$ cat config.mk
export PLATFORM = sky130hd
export DESIGN_NAME = serial_frame_ctrl
export DESIGN_NICKNAME = d
export VERILOG_FILES = /design/src/rtl/serial_frame_ctrl_pkg.sv /design/src/rtl/serial_frame_ctrl_piso.sv /design/src/rtl/serial_frame_ctrl.sv
export SDC_FILE = /design/constraint.sdc
export NUM_CORES = 1
export LEC_CHECK = 0
export ABC_AREA = 1
export ABC_CLOCK_PERIOD_IN_PS = 1950
export CAP_MARGIN = 10
export CORE_MARGIN = 2
export CORE_UTILIZATION = 53
export DETAILED_ROUTE_END_ITERATION = 6
export GPL_ROUTABILITY_DRIVEN = 0
export PLACE_DENSITY = 0.8
export SETUP_SLACK_MARGIN = 0.02
export SYNTH_ARGS = -nofsm -noshare
export SYNTH_HDL_FRONTEND = slang
export SYNTH_SLANG_ARGS = --single-unit
$ cat constraint.sdc
create_clock -name clk -period 1.95 [get_ports clk]
set_clock_uncertainty 0.05 [all_clocks]
set_input_delay 0.2925 -clock clk [delete_from_list [all_inputs] [get_ports clk]]
set_output_delay 0.2925 -clock clk [all_outputs]
set_load 0.05 [all_outputs]
$ cat src/rtl/serial_frame_ctrl_pkg.sv
// Shared types and constants for the serial frame controller.
// Latency: n/a (definitions only).
// Backpressure: n/a.
package serial_frame_ctrl_pkg;

    // Frame FSM states. The ST_ prefix keeps the literals distinct from the
    // controller's GAP parameter when both are visible in the same scope.
    typedef enum logic [2:0] {
        ST_IDLE,
        ST_START,
        ST_DATA,
        ST_STOP,
        ST_GAP
    } frameStateT;

    localparam logic START_BIT = 1'b0;
    localparam logic STOP_BIT  = 1'b1;

endpackage

$ cat src/rtl/serial_frame_ctrl_piso.sv
// Parallel-in serial-out shift register, LSB presented first.
// Latency: dIn[0] appears on sOut the cycle after load; one bit per shift.
// Backpressure: none; load takes priority over shift.
// Ports: clk, rst (async active-low), load, shift, dIn[WIDTH], sOut (= register LSB).
module shift_reg_piso #(
    parameter int WIDTH = 8
) (
    input  logic             clk,
    input  logic             rst,
    input  logic             load,
    input  logic             shift,
    input  logic [WIDTH-1:0] dIn,
    output logic             sOut
);

    logic [WIDTH-1:0] shReg;

    always_ff @(posedge clk or negedge rst) begin
        if (!rst) begin
            shReg <= '0;
        end else if (load) begin
            shReg <= dIn;
        end else if (shift) begin
            shReg <= {1'b0, shReg[WIDTH-1:1]};
        end
    end

    assign sOut = shReg[0];

endmodule

$ cat src/rtl/serial_frame_ctrl.sv
// Serialises WIDTH-bit words into start/data(LSB first)/stop frames plus GAP idle cycles.
// Latency: start bit one cycle after accept; frame period WIDTH+3+GAP cycles.
// Backpressure: pReady high only in IDLE; producer holds pValid until accepted.
// Ports: clk, rst (async active-low), pData/pValid/pReady (word handshake),
//        sOut (serial line, idle 1), busy (not IDLE), done (high during stop bit).
module serial_frame_ctrl
    import serial_frame_ctrl_pkg::*;
#(
    parameter int WIDTH = 8,
    parameter int GAP   = 1
) (
    input  logic             clk,
    input  logic             rst,
    input  logic [WIDTH-1:0] pData,
    input  logic             pValid,
    output logic             pReady,
    output logic             sOut,
    output logic             busy,
    output logic             done
);

    localparam int                CNT_W    = (WIDTH > 1) ? $clog2(WIDTH) : 1;
    localparam logic [CNT_W-1:0]  LAST_BIT = CNT_W'(WIDTH - 1);
    localparam logic [3:0]        GAP_LAST = 4'((GAP > 0) ? (GAP - 1) : 0);

    frameStateT       state;
    frameStateT       stateNext;
    logic [CNT_W-1:0] bitCnt;
    logic [3:0]       gapCnt;
    logic             accept;
    logic             shiftEn;
    logic             shiftLsb;

    assign accept  = (state == ST_IDLE) && pValid;
    assign shiftEn = (state == ST_DATA);

    shift_reg_piso #(
        .WIDTH (WIDTH)
    ) uPiso (
        .clk   (clk),
        .rst   (rst),
        .load  (accept),
        .shift (shiftEn),
        .dIn   (pData),
        .sOut  (shiftLsb)
    );

    always_ff @(posedge clk or negedge rst) begin
        if (!rst) begin
            state <= ST_IDLE;
        end else begin
            state <= stateNext;
        end
    end

    always_comb begin
        stateNext = state;
        case (state)
            ST_IDLE:  if (pValid) stateNext = ST_START;
            ST_START: stateNext = ST_DATA;
            ST_DATA:  if (bitCnt == LAST_BIT) stateNext = ST_STOP;
            ST_STOP:  stateNext = (GAP == 0) ? ST_IDLE : ST_GAP;
            ST_GAP:   if (gapCnt == GAP_LAST) stateNext = ST_IDLE;
            default:  stateNext = ST_IDLE;
        endcase
    end

    // Both counters sit at zero outside their own state, so each starts
    // cleared on entry and leaves its state before it could wrap.
    always_ff @(posedge clk or negedge rst) begin
        if (!rst) begin
            bitCnt <= '0;
        end else if (state != ST_DATA) begin
            bitCnt <= '0;
        end else begin
            bitCnt <= bitCnt + CNT_W'(1);
        end
    end

    always_ff @(posedge clk or negedge rst) begin
        if (!rst) begin
            gapCnt <= '0;
        end else if (state != ST_GAP) begin
            gapCnt <= '0;
        end else begin
            gapCnt <= gapCnt + 4'd1;
        end
    end

    // Outputs depend only on registered state and the shift-register LSB.
    always_comb begin
        sOut = STOP_BIT;
        case (state)
            ST_START: sOut = START_BIT;
            ST_DATA:  sOut = shiftLsb;
            default:  sOut = STOP_BIT;
        endcase
    end

    assign pReady = (state == ST_IDLE);
    assign busy   = (state != ST_IDLE);
    assign done   = (state == ST_STOP);

endmodule
## Word level (Yosys, flattened, before mapping)

Cells that the tools add are included.

| word-level totals | value |
|---|---|
| memory bits (read-only) | 0 |
| memory bits (writable) | 0 |
| latch bits | 0 |
| memories | 0 |
| bits of input ports | 11 |
| bits in registers | 18 |
| output and inout bits | 4 |
| word-level logic and storage cells | 31 |

| operators by class | value |
|---|---|
| add/subtract/negate cells | 2 |
| mux-type cells | 9 |
| div/mod/pow operators | 0 |
| shift-type cells | 0 |
| reduce and logical (&&, ||, !) cells | 6 |
| magnitude comparators | 0 |
| bitwise logic cells | 0 |
| equality and inequality tests | 10 |
| $mul | 0 |

Operators with widths:

| operator | count |
|---|---|
| 2-to-1 mux 8 bit | 2 |
| case mux 3 bit (5 select lines) | 1 |
| 2-to-1 mux 3 bit | 4 |
| == test 3 x 2 -> 1 bit, second input constant | 2 |
| == test 3 bit, second input constant | 2 |
| adder 4 x 1 -> 4 bit, second input constant | 1 |
| logical NOT 4 bit | 1 |
| 2-to-1 mux 4 bit | 1 |
| inequality test 2 bit, second input constant | 2 |
| adder 3 x 1 -> 3 bit, second input constant | 1 |
| == test 3 x 1 -> 1 bit, second input constant | 1 |
| logical NOT 3 bit | 1 |
| inequality test 3 x 2 -> 1 bit, second input constant | 1 |
| inequality test 3 bit, second input constant | 1 |
| AND reduction 3 bit | 1 |
| nonzero test 3 bit | 1 |
| inequality test 2 x 1 -> 1 bit, second input constant | 1 |
| case mux 1 bit (2 select lines) | 1 |
| nonzero test 2 bit | 1 |
| logical AND 1 bit | 1 |

## Depth between registers and ports, before layout

| depth | value |
|---|---|
| depth in word-level cells | 3 |
| mapped depth | 6 |
| gate-level depth less buffers | 6 |

## Modules after synthesis

A second synthesis with hierarchy kept.

| second synthesis, totals | value |
|---|---|
| cell total of the unflattened synthesis | 100 |
| area, all modules | 867.1 um^2 |

By module, submodules not included:

| module | cells an instance | area an instance (um^2) | instances | sequential area each (um^2) |
|---|---|---|---|---|
| serial_frame_ctrl | 57 | 490.5 | 1 | 250.2 |
| shift_reg_piso | 43 | 376.6 | 1 | 200.2 |

## Least setup slack after synthesis

OpenSTA, ideal clock, no wires.

| timing path | value |
|---|---|
| path type | register to output |
| start | register state[1] |
| end | output busy |
| path buffers | 0 |
| path slack | 52 ps |
| required time | 1607 ps |
| cell stages (with the launch flop) | 5 |
| arrival time | 1555 ps |
| path through | dfrtp_1 inv_2 nand2_2 nor2_2 inv_1 |

| between the ends | value |
|---|---|
| cells in the longest elaborated chain, start to end | 1 |

Ends and longest elaborated chain:

| element | RTL line | source |
|---|---|---|
| start, declared | serial_frame_ctrl.sv:26 | `frameStateT state;` |
| start signal, assigned | serial_frame_ctrl.sv:52 | `state <= stateNext;` |
| nonzero test 3 bit | serial_frame_ctrl.sv:101 | `assign busy = (state != ST_IDLE);` |
| end, declared | serial_frame_ctrl.sv:18 | `output logic busy,` |

No other way between the ends.

## Final worst setup path

| timing path | value |
|---|---|
| start | register state[2] |
| end | output sOut |

| between the ends | value |
|---|---|
| cells in the longest elaborated chain, start to end | 2 |
| elaborated cells on any way between the ends | 3 |
| classes of those cells | 2 x eq/ne; 1 x mux |

Ends and longest elaborated chain:

| element | RTL line | source |
|---|---|---|
| == test 3 x 2 -> 1 bit / == test 3 x 1 -> 1 bit (equally long branches) | serial_frame_ctrl.sv:93 | `case (state)` |
| case mux 1 bit (2 select lines) (*) | serial_frame_ctrl.sv:93 |  |
| end, declared | serial_frame_ctrl.sv:17 | `output logic sOut,` |

Every way passes the cells marked *; elsewhere a longest branch is shown, timed or not.

==> impl_metrics.csv <==
group,metric,value,unit
status,status,"completed",
clock_tree,clkLatencyLatePin,0.29,ns
sta,tns,0,ns
global_routing,overflow,0,
worst_setup_path,crit_slowest_cell,"dfrtp_1",
synth,syn_inst,96,
die,dieArea,1920,sq um
final_layout,drive_gt1_share,14.5,%
sta,worstMarginPinSlew,0.527,ns
power_and_ir_drop,worst_ir_drop_vdd,0.000881,V
final_layout,syn2layout_area_growth,27.9,%
worst_setup_path,worstPathMaxFanout,6,
worst_setup_path,critPathLaunchType,"flip-flop",
clock_tree,cts_hold_buf,0,
placed_design,dp.final_hpwl,1210,um
hold_path,hold_path.class,"in2async",
sta,period_needed,1.79,ns
synth,yosysSeqAreaShare,53.5,%
synth,ys_top_cells_by_area,"dfrtp_1 (53%), nand3_1 (10%), nand2_1 (9.8%)",
synth,synth_compound_area_share,1.19,%
route,drt_pre_antenna_iters,4,
sta,fmax,559,MHz
synth,yosysUniqueCellTypes,16,
synth,ys_ff_latch,18,
sta,slew-limit-headroom,64.6,%
route,vias,694,
global_routing,grt_use_total,18.9,%
synth,synthTopCellsByCount,"nand2_1 (22), dfrtp_1 (18), nand3_1 (17)",
job,maxCapViolations,0,
synth,synth_top_area_cell,"dfrtp_1",
worst_setup_path,crit_path_max_incr_delay,0.47,ns
worst_setup_path,cp_cell_sequence,"nor2_4 > inv_1 > nor2_4 > nand2_1 > nand2_1 > buf_12",
worst_setup_path,crit_buf_inv,2,
final_layout,antenna_cells,0,
synth,ys.flop_type,"dfrtp_1",
route,wire_per_inst,11.8,um
route,wl,1570,um
sta,setup_viol,0,
global_routing,grt_pass1_vias,625,
worst_setup_path,critPathRequiredTime,1.61,ns
route,post-route-drc-count,0,
worst_setup_path,cp_top_family,"flip-flops",
clock_tree,cts_tree,"built",
synth,syn_area,842,sq um
global_routing,grt_pass1_wl,2610,um
synth,synth_most_common_cell,"nand2_1",
synth,synthAdderAreaFrac,5.94,%
sta,drv_slew,0,
die,start_util,55.9,%
clock_tree,cts.root.buffer_cell,"clkbuf_4",
route,drt_iter0_markers,16,
synth,synth_top_family_by_area,"simple AND/OR/NAND/NOR gates",
worst_setup_path,critical_path_class,"reg2out",
clock_tree,clock_sinks,18,
synth,yosys_warnings,0,
global_routing,grt_max_degree,19,
synth,async_reset_ff_share,100,%
sta,rsz0062_at_grt,"no",
sta,final.period_utilization,91.8,%
synth,synth_edf_count,0,
die,coreArea,1510,sq um
clock_tree,clkTransAtPathRegs,0.10,ns
die,die_h,43.9,um
power_and_ir_drop,p_leak,0.000540,uW
worst_setup_path,end_kind,"output port",
global_routing,antenna_found_initial,0,
sta,finalHoldViolations,0,
synth,synth-simple-area-share,30.6,%
worst_setup_path,arrival,1.45,ns
die,rows,14,
final_layout,fin_util,71.5,%
power_and_ir_drop,cellPowerDensity,1630,nW/um^2
route,vias_per_cell,5.22,
placed_design,numPortBuffers,14,
final_layout,layout.nets,133,
route,drtAntennaViolNets,0,
synth,synth_xor_area_share,2.08,%
die,boundaryPins,15,
synth,postSynthAreaPerCell,8.77,sq um
synth,yosysTopAreaCellShare,53.5,%
synth,synthMuxAreaShare,0,%
clock_tree,htree_num_levels,1,
final_layout,fillers,107,
clock_tree,clock_path_buffers,2,
synth,syn_nets,111,
clock_tree,cts_made_buffers,3,
die,die_w,43.9,um
-- layout by cell type (no fill, tap or decap), drive strengths merged --
cell           instances
nand2                 23
dfrtp                 18
nand3                 17
nor2                  15
inv                   12
clkdlybuf4s50         10
buf                    8
ha                     4
clkbuf                 4
nand3b                 2
o21ai                  2
xnor2                  1
xor2                   1
-- layout make-up --
cell class	count	area (sq um)	area share [%]
Multi-Input combinational cell	65	340	31.6
Inverter	12	45.0	4.18
Clock buffer	4	36.3	3.37
Sequential cell	18	450	41.8
Tap cell	16	20.0	1.86
Timing Repair Buffer	18	185	17.2
-- where the power goes --
group          switching [uW]  internal [uW]  total [uW]  leakage [uW]
clock network             113            114         227     0.0000210
registers                97.2            496         594      0.000236
logic                     575            364         939      0.000283
total                     785            974        1760      0.000540
-- per-stage QoR --
| stage | hold slack (ns) | cells | cell area [sq um] | power, uW | worst slack [ns] |
|---|---|---|---|---|---|
| detailed placement | 0.391 | 128 | 1030 | 1510 | 0.353 |
| global placement | 0.371 | 128 | 1030 | 1460 | 0.444 |
| floorplan | -0.0531 | 96 | 842 | 1160 | 0.0525 |
| CTS | 0.271 | 133 | 1070 | 1750 | 0.129 |
| finish | 0.261 | 133 | 1080 | 1760 | 0.161 |
| global route | 0.275 | 133 | 1080 | 1870 | 0.0763 |
-- flip-flops by register name, summed over array words and instances (netlist names) --
name	flops
state	3
uPiso.shReg	8
gapCnt	4
bitCnt	3
-- cell families after synthesis --
logic type               after synthesis
flip-flops                            18
buffers and inverters                 13
adder cells (fa/ha/maj)                4
AO/OA/AOI/OAI                          2
XOR/XNOR                               2
AND/OR/NAND/NOR                       57
-- path summary, 6_finish.rpt --
kind,start,to,slack [ns],cells after the start
worst max-delay path,state[2],sOut,0.16,6
worst min register to register,bitCnt[0],bitCnt[0],0.40,1
worst max register to register,state[1],uPiso.shReg[5],0.66,6
min in group clk,bitCnt[0],bitCnt[0],0.40,1
max in group asynchronous,rst,uPiso.shReg[4],1.40,2
worst min-delay path,rst,gapCnt[3],0.26,2
-- per-layer routing --
layer  track usage [%]  share of wire, %  vias to the layer above
li1                  -                 -                      343
met1              22.8                42                      318
met2              30.6                48                       25
met3              6.25               5.8                        8
met4              8.48               3.4                        0
met5                 0                 0                        -
-- what timing repair did --
action,CTS,global route
buffers inserted,1,0
pin swaps,1,0
resized for setup,0,1
setup endpoints to repair,1,1
(Power assumes the default switching activity.)
